==> src/rtl/item_pkg.sv <==
// Shared types and constants for the six-slot item inventory.
package item_pkg;

  localparam int NUM_SLOTS = 6;
  localparam int NUM_TYPES = 7;

  // One inventory slot: valid flag plus item kind (0..6 legal).
  typedef struct packed {
    logic       valid;
    logic [2:0] kind;
  } item_t;

  // Deal sequencer states.
  typedef enum logic [1:0] {
    ST_IDLE = 2'd0,
    ST_DEAL = 2'd1,
    ST_DONE = 2'd2
  } deal_state_t;

  // Number of set bits in a slot-valid vector.
  function automatic logic [2:0] count_valid(input logic [NUM_SLOTS-1:0] v);
    logic [2:0] n;
    n = '0;
    for (int i = 0; i < NUM_SLOTS; i++) begin
      n = n + {2'b00, v[i]};
    end
    return n;
  endfunction

endpackage

==> src/rtl/item_lfsr16.sv <==
// Free-running 16-bit Fibonacci LFSR that supplies candidate item types.
module item_lfsr16 #(
  parameter logic [15:0] SEED = 16'hACE1
) (
  input  logic        i_clk,
  input  logic        i_rst,
  output logic [15:0] o_value
);

  logic [15:0] r_lfsr;

  // Advance every cycle; taps 16,14,13,11 give a maximal-length sequence.
  always_ff @(posedge i_clk or posedge i_rst) begin
    if (i_rst) begin
      r_lfsr <= SEED;
    end else begin
      r_lfsr <= {r_lfsr[14:0], r_lfsr[15] ^ r_lfsr[13] ^ r_lfsr[12] ^ r_lfsr[10]};
    end
  end

  assign o_value = r_lfsr;

endmodule

==> src/rtl/item_inventory.sv <==
// Six-slot player inventory: deals random items into empty slots one per
// cycle and removes items on use requests.
module item_inventory
  import item_pkg::*;
#(
  parameter logic [15:0] SEED = 16'hACE1
) (
  input  logic       i_clk,
  input  logic       i_rst,
  input  logic       i_deal_start,
  input  logic [2:0] i_deal_count,
  input  logic       i_use,
  input  logic [2:0] i_use_slot,
  input  logic       i_clear,
  output logic [3:0] o_item0,
  output logic [3:0] o_item1,
  output logic [3:0] o_item2,
  output logic [3:0] o_item3,
  output logic [3:0] o_item4,
  output logic [3:0] o_item5,
  output logic [2:0] o_occupied,
  output logic       o_busy,
  output logic       o_done,
  output logic [2:0] o_dealt,
  output logic       o_used_valid,
  output logic [2:0] o_used_type,
  output logic       o_use_err
);

  logic [15:0]          w_lfsr;
  logic [2:0]           w_cand;
  logic                 w_cand_ok;
  logic                 w_unused_lfsr_hi;
  deal_state_t          r_state, w_state_next;
  item_t                r_slots [NUM_SLOTS];
  item_t                w_slots_next [NUM_SLOTS];
  logic [NUM_SLOTS-1:0] w_empty;
  logic [NUM_SLOTS-1:0] w_valid_next;
  logic                 w_have_empty;
  logic [2:0]           w_fill_idx;
  item_t                w_use_item;
  logic [2:0]           w_count_clamped;
  logic [2:0]           r_remaining, w_remaining_next;
  logic [2:0]           r_placed, w_placed_next;
  logic [2:0]           r_occupied;
  logic                 r_done, w_done_next;
  logic [2:0]           r_dealt, w_dealt_next;
  logic                 r_used_valid, w_used_valid_next;
  logic [2:0]           r_used_type, w_used_type_next;
  logic                 r_use_err, w_use_err_next;

  item_lfsr16 #(.SEED(SEED)) u_lfsr (
    .i_clk   (i_clk),
    .i_rst   (i_rst),
    .o_value (w_lfsr)
  );

  // Only the low three bits form a candidate; type 7 means reroll.
  assign w_cand           = w_lfsr[2:0];
  assign w_cand_ok        = int'(w_cand) < NUM_TYPES;
  assign w_unused_lfsr_hi = ^w_lfsr[15:3];
  assign w_count_clamped  = (i_deal_count > 3'd6) ? 3'd6 : i_deal_count;

  genvar gi;
  generate
    for (gi = 0; gi < NUM_SLOTS; gi++) begin : g_slot_flags
      assign w_empty[gi]      = ~r_slots[gi].valid;
      assign w_valid_next[gi] = w_slots_next[gi].valid;
    end
  endgenerate

  // Priority encoder: lowest-index empty slot receives the next item.
  always_comb begin
    w_have_empty = |w_empty;
    w_fill_idx   = '0;
    for (int i = NUM_SLOTS - 1; i >= 0; i--) begin
      if (w_empty[i]) w_fill_idx = 3'(i);
    end
  end

  // Select the slot named by a use request; indices 6/7 read as empty.
  always_comb begin
    w_use_item = '0;
    for (int i = 0; i < NUM_SLOTS; i++) begin
      if (i_use_slot == 3'(i)) w_use_item = r_slots[i];
    end
  end

  // Next-state and datapath decisions; clear overrides everything else.
  always_comb begin
    w_state_next      = r_state;
    w_slots_next      = r_slots;
    w_remaining_next  = r_remaining;
    w_placed_next     = r_placed;
    w_done_next       = 1'b0;
    w_dealt_next      = r_dealt;
    w_used_valid_next = 1'b0;
    w_used_type_next  = r_used_type;
    w_use_err_next    = 1'b0;
    if (i_clear) begin
      for (int i = 0; i < NUM_SLOTS; i++) w_slots_next[i] = '0;
      w_state_next = ST_IDLE;
    end else begin
      unique case (r_state)
        ST_IDLE: begin
          // Use is applied before a same-cycle deal start takes effect.
          if (i_use) begin
            if (w_use_item.valid) begin
              for (int i = 0; i < NUM_SLOTS; i++) begin
                if (i_use_slot == 3'(i)) w_slots_next[i] = '0;
              end
              w_used_valid_next = 1'b1;
              w_used_type_next  = w_use_item.kind;
            end else begin
              w_use_err_next = 1'b1;
            end
          end
          if (i_deal_start) begin
            w_remaining_next = w_count_clamped;
            w_placed_next    = '0;
            w_state_next     = (w_count_clamped == 3'd0) ? ST_DONE : ST_DEAL;
          end
        end
        ST_DEAL: begin
          w_use_err_next = i_use;
          if (!w_have_empty) begin
            w_state_next = ST_DONE;
          end else if (w_cand_ok) begin
            for (int i = 0; i < NUM_SLOTS; i++) begin
              if (w_fill_idx == 3'(i)) w_slots_next[i] = {1'b1, w_cand};
            end
            w_remaining_next = r_remaining - 3'd1;
            w_placed_next    = r_placed + 3'd1;
            if (r_remaining == 3'd1) w_state_next = ST_DONE;
          end
        end
        ST_DONE: begin
          w_use_err_next = i_use;
          w_done_next    = 1'b1;
          w_dealt_next   = r_placed;
          w_state_next   = ST_IDLE;
        end
        default: w_state_next = ST_IDLE;
      endcase
    end
  end

  // FSM state register.
  always_ff @(posedge i_clk or posedge i_rst) begin
    if (i_rst) r_state <= ST_IDLE;
    else       r_state <= w_state_next;
  end

  // Slot storage, counters and registered status outputs.
  always_ff @(posedge i_clk or posedge i_rst) begin
    if (i_rst) begin
      for (int i = 0; i < NUM_SLOTS; i++) r_slots[i] <= '0;
      r_remaining  <= '0;
      r_placed     <= '0;
      r_occupied   <= '0;
      r_done       <= 1'b0;
      r_dealt      <= '0;
      r_used_valid <= 1'b0;
      r_used_type  <= '0;
      r_use_err    <= 1'b0;
    end else begin
      r_slots      <= w_slots_next;
      r_remaining  <= w_remaining_next;
      r_placed     <= w_placed_next;
      r_occupied   <= count_valid(w_valid_next);
      r_done       <= w_done_next;
      r_dealt      <= w_dealt_next;
      r_used_valid <= w_used_valid_next;
      r_used_type  <= w_used_type_next;
      r_use_err    <= w_use_err_next;
    end
  end

  assign o_item0      = r_slots[0];
  assign o_item1      = r_slots[1];
  assign o_item2      = r_slots[2];
  assign o_item3      = r_slots[3];
  assign o_item4      = r_slots[4];
  assign o_item5      = r_slots[5];
  assign o_occupied   = r_occupied;
  assign o_busy       = (r_state == ST_DEAL);
  assign o_done       = r_done;
  assign o_dealt      = r_dealt;
  assign o_used_valid = r_used_valid;
  assign o_used_type  = r_used_type;
  assign o_use_err    = r_use_err;

endmodule

==> config.mk <==
export PLATFORM = sky130hd
export DESIGN_NAME = item_inventory
export DESIGN_NICKNAME = d
export VERILOG_FILES = /design/src/rtl/item_pkg.sv /design/src/rtl/item_lfsr16.sv /design/src/rtl/item_inventory.sv
export SDC_FILE = /design/constraint.sdc
export NUM_CORES = 1
export LEC_CHECK = 0
export CORE_ASPECT_RATIO = 1.2
export CORE_MARGIN = 1.5
export CORE_UTILIZATION = 49
export DETAILED_ROUTE_END_ITERATION = 16
export PLACE_DENSITY = 0.77
export SLEW_MARGIN = 25
export SYNTH_ARGS = -nofsm -noshare
export SYNTH_HDL_FRONTEND = slang
export SYNTH_SLANG_ARGS = --single-unit
==> constraint.sdc <==
create_clock -name i_clk -period 3 [get_ports i_clk]
set_input_delay 0.6 -clock i_clk [delete_from_list [all_inputs] [get_ports i_clk]]
set_output_delay 0.6 -clock i_clk [all_outputs]
set_load 0.01 [all_outputs]
== Word level (Yosys, flattened, before mapping) ==
Cells that the tools add are included.
Word-level totals
  flip-flop bits (word level): 60
  input bits: 11
  output and inout bits: 37
  logic and storage cells: 150
Cells by class
  add/subtract/negate cells: 7
  magnitude comparators: 2
  equality and inequality tests: 35
  multiplexer cells: 56
  bitwise gates (word level): 10
  reductions and logical operators: 18
Operator list (count)
  $mux 24: 5
  $mux 4: 18
  $pmux 24 s2: 1
  $reduce_and 7->1: 6
  $mux 3: 13
  $ne 3x3->1 const B: 9
  $ne 3x2->1 const B: 8
  $eq 3x2->1 const B: 4
  $eq 3x3->1 const B: 4
  $mux 2: 6
  $pmux 3 s2: 2
  $add 3x1->3: 3
  $eq 3x1->1 const B: 3
  $logic_not 3->1: 3
  $mux 1: 9
  $not 1->1: 7
  $reduce_or 6->1: 1
  $reduce_and 5->1: 1
  $ne 2x1->1 const B: 2
  $ne 4x3->1 const B: 1
  $ne 4x4->1 const B: 1
  $pmux 2 s2: 1
  $reduce_and 4->1: 1
  $add 2x1->3: 1
  16 further kinds: 18

== Longest topological paths before layout ==
Gate-level depths: netlist (run 1).
  word-level depth: 17
  depth in mapped cells: 12
  gate-level depth less buffers: 12

== By module ==
A second synthesis (run 1) with hierarchy kept.
Second synthesis, totals
  cells, all modules: 282
  area total of the unflattened synthesis: 3128.0 sq um
By module, submodules not included
  item_inventory: instances 1, cells an instance 262, area each 2687.6 sq um, sequential area each 1101.1 sq um
  item_lfsr16: instances 1, cells an instance 20, area each 440.4 sq um, sequential area each 410.4 sq um

== Worst setup path after synthesis (run 1) ==
Ideal clock, no wire load.
  kind: in2reg
  start: input i_use_slot[0]
  end: register r_occupied[1], in the netlist o_occupied[1]
  library setup time: 0.136 ns
  arrival: 3.310 ns
  data required time: 2.864 ns
  slack: -0.446 ns
  stages on the path: 11
  path buffers: 1
  path through: buf_6 mux2_4 and3_4 o22ai_1 nor2_1 a311o_1 fa_1 inv_1 fa_1 ha_1 fa_1
Between the ends
  word-level cells in the longest chain between the ends: 16
  elaborated cells on any way between the ends: 27
  those cells by class: 5 x add/sub; 5 x eq/ne; 16 x mux; 1 x reduce/logical
RTL lines
  from (decl): RTL line item_inventory.sv:13  | input logic [2:0] i_use_slot,
  $logic_not 3->1: RTL line item_inventory.sv:85, item_inventory.sv:110
  $mux 4 (6 in series): RTL line item_inventory.sv:85  | if (i_use_slot == 3'(i)) w_use_item = r_slots[i];
  $mux 24 *: RTL line item_inventory.sv:108  | if (w_use_item.valid) begin
  $mux 24 *: RTL line item_inventory.sv:107  | if (i_use) begin
  $pmux 24 s2 *: RTL line item_inventory.sv:104  | unique case (r_state)
  $mux 24 *: RTL line item_inventory.sv:100  | if (i_clear) begin
  $add 1x1->2: RTL line item_pkg.sv:25  | n = n + {2'b00, v[i]};
  $add 2x1->3: RTL line item_pkg.sv:25
  $add 3x1->3 (2 in series): RTL line item_pkg.sv:25
  $add 3x1->3 *: RTL line item_pkg.sv:25
  to (signal assigned): RTL line item_inventory.sv:170  | r_occupied <= count_valid(w_valid_next);
  to (decl): RTL line item_inventory.sv:45  | logic [2:0] r_occupied;
Mark *: on every way between the ends. The rest lies on a longest branch, timed or not. The select of a mux whose other input is x is not followed.
A chain may end at the register's enable or synchronous reset.

== Worst setup path after layout (run 1) ==
Ends and elaborated chain as after synthesis.

==> results of run 1 <==
==> worst paths after layout <==
path / startpoint / end / cells after the start
setup reg to reg: o_item2[3] / o_occupied[1] / 10
setup / recovery: i_use_slot[0] / o_occupied[1] / 11
hold reg to reg: u_lfsr.o_value[3] / u_lfsr.o_value[4] / 0
max in group asynchronous: i_rst / u_lfsr.o_value[5] / 3
min in group asynchronous: i_rst / o_occupied[0] / 2
hold / removal: u_lfsr.o_value[3] / u_lfsr.o_value[4] / 0
==> through the flow <==
step	TNS (ps)	total power [mW]	utilization, %
floorplan	-821	1.53	-
global placement	-2430	1.97	66.4
detailed placement	-2690	1.99	66.4
CTS	-258	2.83	71.5
global route	-517	2.97	72.0
finish	-219	2.82	72.0
==> synth_stat cells (2+ instances only) <==
cell	n	area (um2)
a22oi_1	2	15.0
mux2i_1	9	90.1
or3_1	2	12.5
a311o_1	2	20.0
ha_1	8	100
a21oi_1	8	40.0
a311oi_1	2	17.5
nand2b_1	8	50.1
clkbuf_1	5	18.8
o211ai_1	2	15.0
inv_1	15	56.3
xnor2_1	2	17.5
o31ai_1	3	22.5
dfstp_2	8	210
nand3_1	11	55.1
nand2_1	18	67.6
nor3_1	2	10.0
nor2_1	26	97.6
fa_1	3	60.1
buf_2	8	40.0
nor3b_1	2	15.0
a31oi_1	6	37.5
nand4_1	3	18.8
a211o_1	2	17.5
o221ai_1	2	17.5
o21ai_0	12	60.1
dfrtp_1	52	1300
nor2b_1	5	31.3
mux2_4	7	105
nand3b_1	4	30.0
and3_4	2	22.5
mux2_2	16	180
==> where the power goes <==
group / switching (mW) / internal (mW)
sequential: 0.0508 / 0.885
combinational: 0.531 / 0.541
clock: 0.345 / 0.471
total: 0.927 / 1.90
==> per-layer routing <==
layer | share of wire, % | global-route usage (%)
met1 | 41 | 32.6
met2 | 52 | 42.7
met3 | 4.6 | 4.35
met4 | 2.1 | 12.1
met5 | 0 | 0
==> kinds of logic after synthesis <==
family | synth area share (%)
muxes | 12.9
buffers and inverters | 4.29
and+or+nand+nor | 14.5
DFF | 48.4
AOI/OAI and AO/OA | 13.9
xor gates and xnor gates | 0.842
adders and majority gates | 5.13
==> critical path, cell delays in order <==
cell and delay, ps:
buf_4 140, mux2_4 300, and3_4 190, buf_4 140, o221ai_2 240, o31ai_4 110, fa_1 540, inv_1 50
fa_1 480, ha_2 170, fa_1 400
==> what timing repair did <==
action / 4_1_cts / 5_1_grt
hold buffers: 0 / 0
hold endpoints to repair: 0 / 0
resized for setup: 17 / 8
pin swaps: 2 / 4
buffers inserted: 7 / 1
endpoints found under the setup margin: 3 / 2
==> final cells by class <==
type | count | share of cell area [%]
flip-flops and latches | 60 | 34.5
well taps | 82 | 2.34
inverters | 15 | 1.28
multi-input cells | 194 | 35.1
repair buffers | 109 | 21.7
clock inverters | 7 | 2.26
clock buffers | 9 | 2.83
==> flip-flops by register name (all words and copies together) (netlist names), 4 cells and up <==
signal and count:
u_lfsr.o_value 16, o_item0 4, o_item1 4, o_item2 4, o_item3 4, o_item4 4, o_item5 4
==> impl_metrics.ini, run 1 <==
[outcome]
status = complete, but fails checks
violations = setup timing

[synth]
yosysUniqueCellTypes = 59
yosysWarningCount = 0
synth_cells = 284
syn-cell-area_um2 = 3120
ys_ff_latch = 60
synth_ff_type = dfrtp_1
async_reset_ff_share_pct = 100
syn_nets = 306
synth_edf_count = 0
seq_area_frac_synth_pct = 48.4
syn_area_per_cell_um2 = 11.0

[die]
coreArea_um2 = 6090
start_util_pct = 51.2
dieArea_um2 = 6860
rows = 31
die_h_um = 90.4
fp.dieW_um = 75.9
io_pins = 48

[cells_and_area]
finalInstanceArea_um2 = 4380
final_cells = 476
layout_commonest_cell = buf_4
diodes = 0
multi_input_area_um2 = 1540
fillers = 481
mostFrequentLayoutCells = buf_4 (60), dfrtp_1 (52), clkdlybuf4s50_1 (44)
fin_nets = 411
syn2layout_area_growth_pct = 40.5
layout-drive-gt1-share_pct = 33.2
ff_latch_area_um2 = 1510

[clock_tree]
clk_latency_ps = 350
root_buffer = clkbuf_8
cts_tree = done
path_clk_slew_ps = 70
clockBufferDepth = 2
cts_max_level = 3
numCtsBuffers = 9
cts.sinks = 60

[sta]
setup_viol = 2
hold_slack_ps = 356
hold_violations = 0
period_needed_ps = 3150
rsz0062_at_grt = true
max-slew-margin-rel_pct = 59.6
worst_pin_slew_ps = 604
finClkSkew_ps = 8.18
finalMaxSlewViolations = 0
worst_slack_ps = -151
fin_crit_sh_pct = 105
fmax_mhz = 317

[route]
vias = 2656
vias_per_cell = 5.58
drc_errors = 0
drtIter0Drc = 148
wl_mm = 8.13
routedWlPerCell_um = 17.1
first_pass_iters = 4
drtAntennaViolNets = 0

[power_and_ir_drop]
p_leak_nw = 1.98
powerDensity_nw_per_um2 = 644
vdd_drop_max_uv = 562

[worst_setup_path]
cp.required_ps = 3220
end_kind = flop
r2r_slack_ps = -150
cp_max_fo = 5
cp-start-kind = input port
cp.arrival_ps = 3370
path_class = input port to flop

[place]
dpl.cell_count = 452
placed_cell_area_um2 = 4050
place_ws_ps = -1040
port_buffers = 47
place.detailed.hpwl_mm = 6.00
place_congestion = 0.878

[global_route]
grt_overflow = 0
grt_max_degree = 34
grt_pass1_vias = 2808
antenna_found_initial = 0
grt_pass1_wl_mm = 13.5
grt.total_usage_pct = 26.1

[job]
maxCapViolCount = 0

[worst_hold_path]
hold_class = flop to flop
(Power assumes the default switching activity.)
==> inputs of run 2 (changes only) <==
--- a/config.mk
+++ b/config.mk
@@ -5,6 +5,8 @@
 export SDC_FILE = /design/constraint.sdc
 export NUM_CORES = 1
 export LEC_CHECK = 0
+export ABC_AREA = 0
+export CAP_MARGIN = 40
 export CORE_ASPECT_RATIO = 1.2
 export CORE_MARGIN = 1.5
 export CORE_UTILIZATION = 49
==> constraint.sdc (replaced) <==
create_clock -name i_clk -period 3 [get_ports i_clk]
set_input_delay 0.75 -clock i_clk [delete_from_list [all_inputs] [get_ports i_clk]]
set_output_delay 0.75 -clock i_clk [all_outputs]
set_load 0.01 [all_outputs]
==> run 2 against run 1 <==
The run still ends with setup timing left. Cell count is 0.42% higher. First-iteration DRC count is 57% higher. Combinational power is 4% higher. Clock skew is 0.68 ps lower. Critical path type unchanged. Largest power group unchanged. Highest routed layer unchanged.
==> impl_metrics.ini, run 2 (synthesis gave the netlist of run 1 again) <==
[outcome]
status = complete, but fails checks
violations = setup timing

[global_route]
antenna_found_initial = 0
grt_overflow = 0
grtUsageMet3_pct = 5.36
grt_max_degree = 36
grt.total_usage_pct = 25.9
grt_pass1_vias = 2670
use_met2_pct = 40.6
busiest_layer = met2
grt_pass1_wl_mm = 13.3
globalRouteMet1Util_pct = 34.4

[clock_tree]
root_buffer = clkbuf_8
numCtsBuffers = 9
path_clk_slew_ps = 70
cts_tree = done
holdBufCountCts = 0
cts_max_level = 3
clk_latency_ps = 360
clockBufferDepth = 2
cts.sinks = 60

[die]
start_util_pct = 51.2
rows = 31
coreArea_um2 = 6090
die_h_um = 90.4
fp.dieW_um = 75.9
dieArea_um2 = 6860
io_pins = 48

[cells_and_area]
utilization_pct = 72.1
mostFrequentLayoutCells = buf_4 (62), dfrtp_1 (52), clkdlybuf4s50_1 (43)
fin_nets = 413
fillers = 465
largest_reg_flops = 16
layout-drive-gt1-share_pct = 33.6
final_cells = 478
layout_commonest_cell = buf_4
diodes = 0
finalInstanceArea_um2 = 4390
syn2layout_area_growth_pct = 40.6

[route]
drtIter0Drc = 233
drc_errors = 0
vias_per_cell = 5.56
wl_mm = 8.26
drtAntennaViolNets = 0
first_pass_iters = 4
routedWlPerCell_um = 17.3
vias = 2658

[worst_setup_path]
critPathTopFamily = adder cells
cp.arrival_ps = 3580
cp_common_cell = fa_1
crit_path_top_delay_cell = fa_1
cp_max_fo = 3
critPathMaxStageDelay_ps = 510
cp_cell_sequence = buf_8 -> mux2_4 -> and3_4 -> o22ai_4 -> nor2_2 -> a311o_1 -> fa_1 -> inv_1 -> fa_1 -> ha_2 -> fa_2
cp-start-kind = input port
cp.required_ps = 3290
end_kind = flop
cp_num_buf_inv = 2
path_class = input port to flop

[place]
dpl.cell_count = 454
place_congestion = 0.965
port_buffers = 47
placed_cell_area_um2 = 4060
place.detailed.hpwl_mm = 6.02

[sta]
worst_pin_slew_ps = 561
rsz0062_at_grt = true
fin_crit_sh_pct = 110
period_needed_ps = 3290
setup_viol = 2
worst_slack_ps = -286
hold_violations = 0
finClkSkew_ps = 7.50
fmax_mhz = 304
max-slew-margin-rel_pct = 62.5
finalMaxSlewViolations = 0
hold_slack_ps = 352

[power_and_ir_drop]
p_leak_nw = 1.99
power_mw = 2.78
powerDensity_nw_per_um2 = 633
vdd_drop_max_uv = 465

[job]
maxCapViolCount = 0

[worst_hold_path]
hold_class = flop to flop
[run 2: cell count changes in the layout (fill, tap and decap cells not counted), sizes merged]
cell / previous run / this run
clkinvlp: 1 / 3
clkinv: 3 / 2
buf: 63 / 66
clkdlybuf4s50: 44 / 43
dlymetal6s2s: 0 / 1
bufinv: 2 / 1
clkdlybuf4s15: 1 / 0
[run 2: where the power goes]
part	leakage (nW)	internal [mW]	switching, mW
sequential	0.797	0.885	0.0498
clock	0.0918	0.385	0.347
combinational	1.10	0.565	0.547
[run 2: what timing repair did]
item | 4_1_cts | 5_1_grt
pin swaps | 4 | 4
endpoints found under the setup margin | 3 | 3
cloned | 0 | 0
buffers inserted | 3 | 5
resized for setup | 16 | 12
[run 2: layer usage]
layer / vias up / part of all wire (%)
met1: 1346 / 42
li1: 1230 / -
met4: 0 / 2.2
met5: - / 0
met2: 62 / 52
met3: 20 / 3.6
[run 2: worst paths after layout]
kind | depth (start not counted) | endpoint | slack [ps] | startpoint
worst max-delay path | 11 | o_occupied[1] | -290 | i_use_slot[0]
worst min-delay path | 0 | u_lfsr.o_value[7] | 350 | u_lfsr.o_value[6]
worst max register to register | 10 | o_occupied[1] | -220 | o_item3[3]
worst min register to register | 0 | u_lfsr.o_value[7] | 350 | u_lfsr.o_value[6]
max in group asynchronous | 3 | u_lfsr.o_value[0] | 1590 | i_rst
min in group asynchronous | 2 | o_item0[3] | 760 | i_rst
[run 2: through the flow]
step                TNS (ps)  setup WS (ps)
floorplan              -1270           -554
global placement       -2740          -1040
global route            -542           -341
finish                  -432           -286
CTS                     -519           -330
detailed placement     -2950          -1120
[run 2: final cells by class]
type                            count  area [um2]  area share (%)
Multi-Input combinational cell    194        1550            35.4
Sequential cell                    60        1510            34.4
Timing Repair Buffer              111         965            22.0
Clock buffer                        9         124            2.82
Tap cell                           82         103            2.34
Clock inverter                      7        75.1            1.71
Inverter                           15        56.3            1.28
==> inputs of run 3 (changes only) <==
--- a/config.mk
+++ b/config.mk
@@ -10,6 +10,7 @@
 export CORE_ASPECT_RATIO = 1.2
 export CORE_MARGIN = 1.5
 export CORE_UTILIZATION = 49
+export CTS_CLUSTER_DIAMETER = 100
 export DETAILED_ROUTE_END_ITERATION = 16
 export PLACE_DENSITY = 0.77
 export SLEW_MARGIN = 25
==> results of run 3 <==
No change in the layout: final DEF, timing and power equal those of run 2.
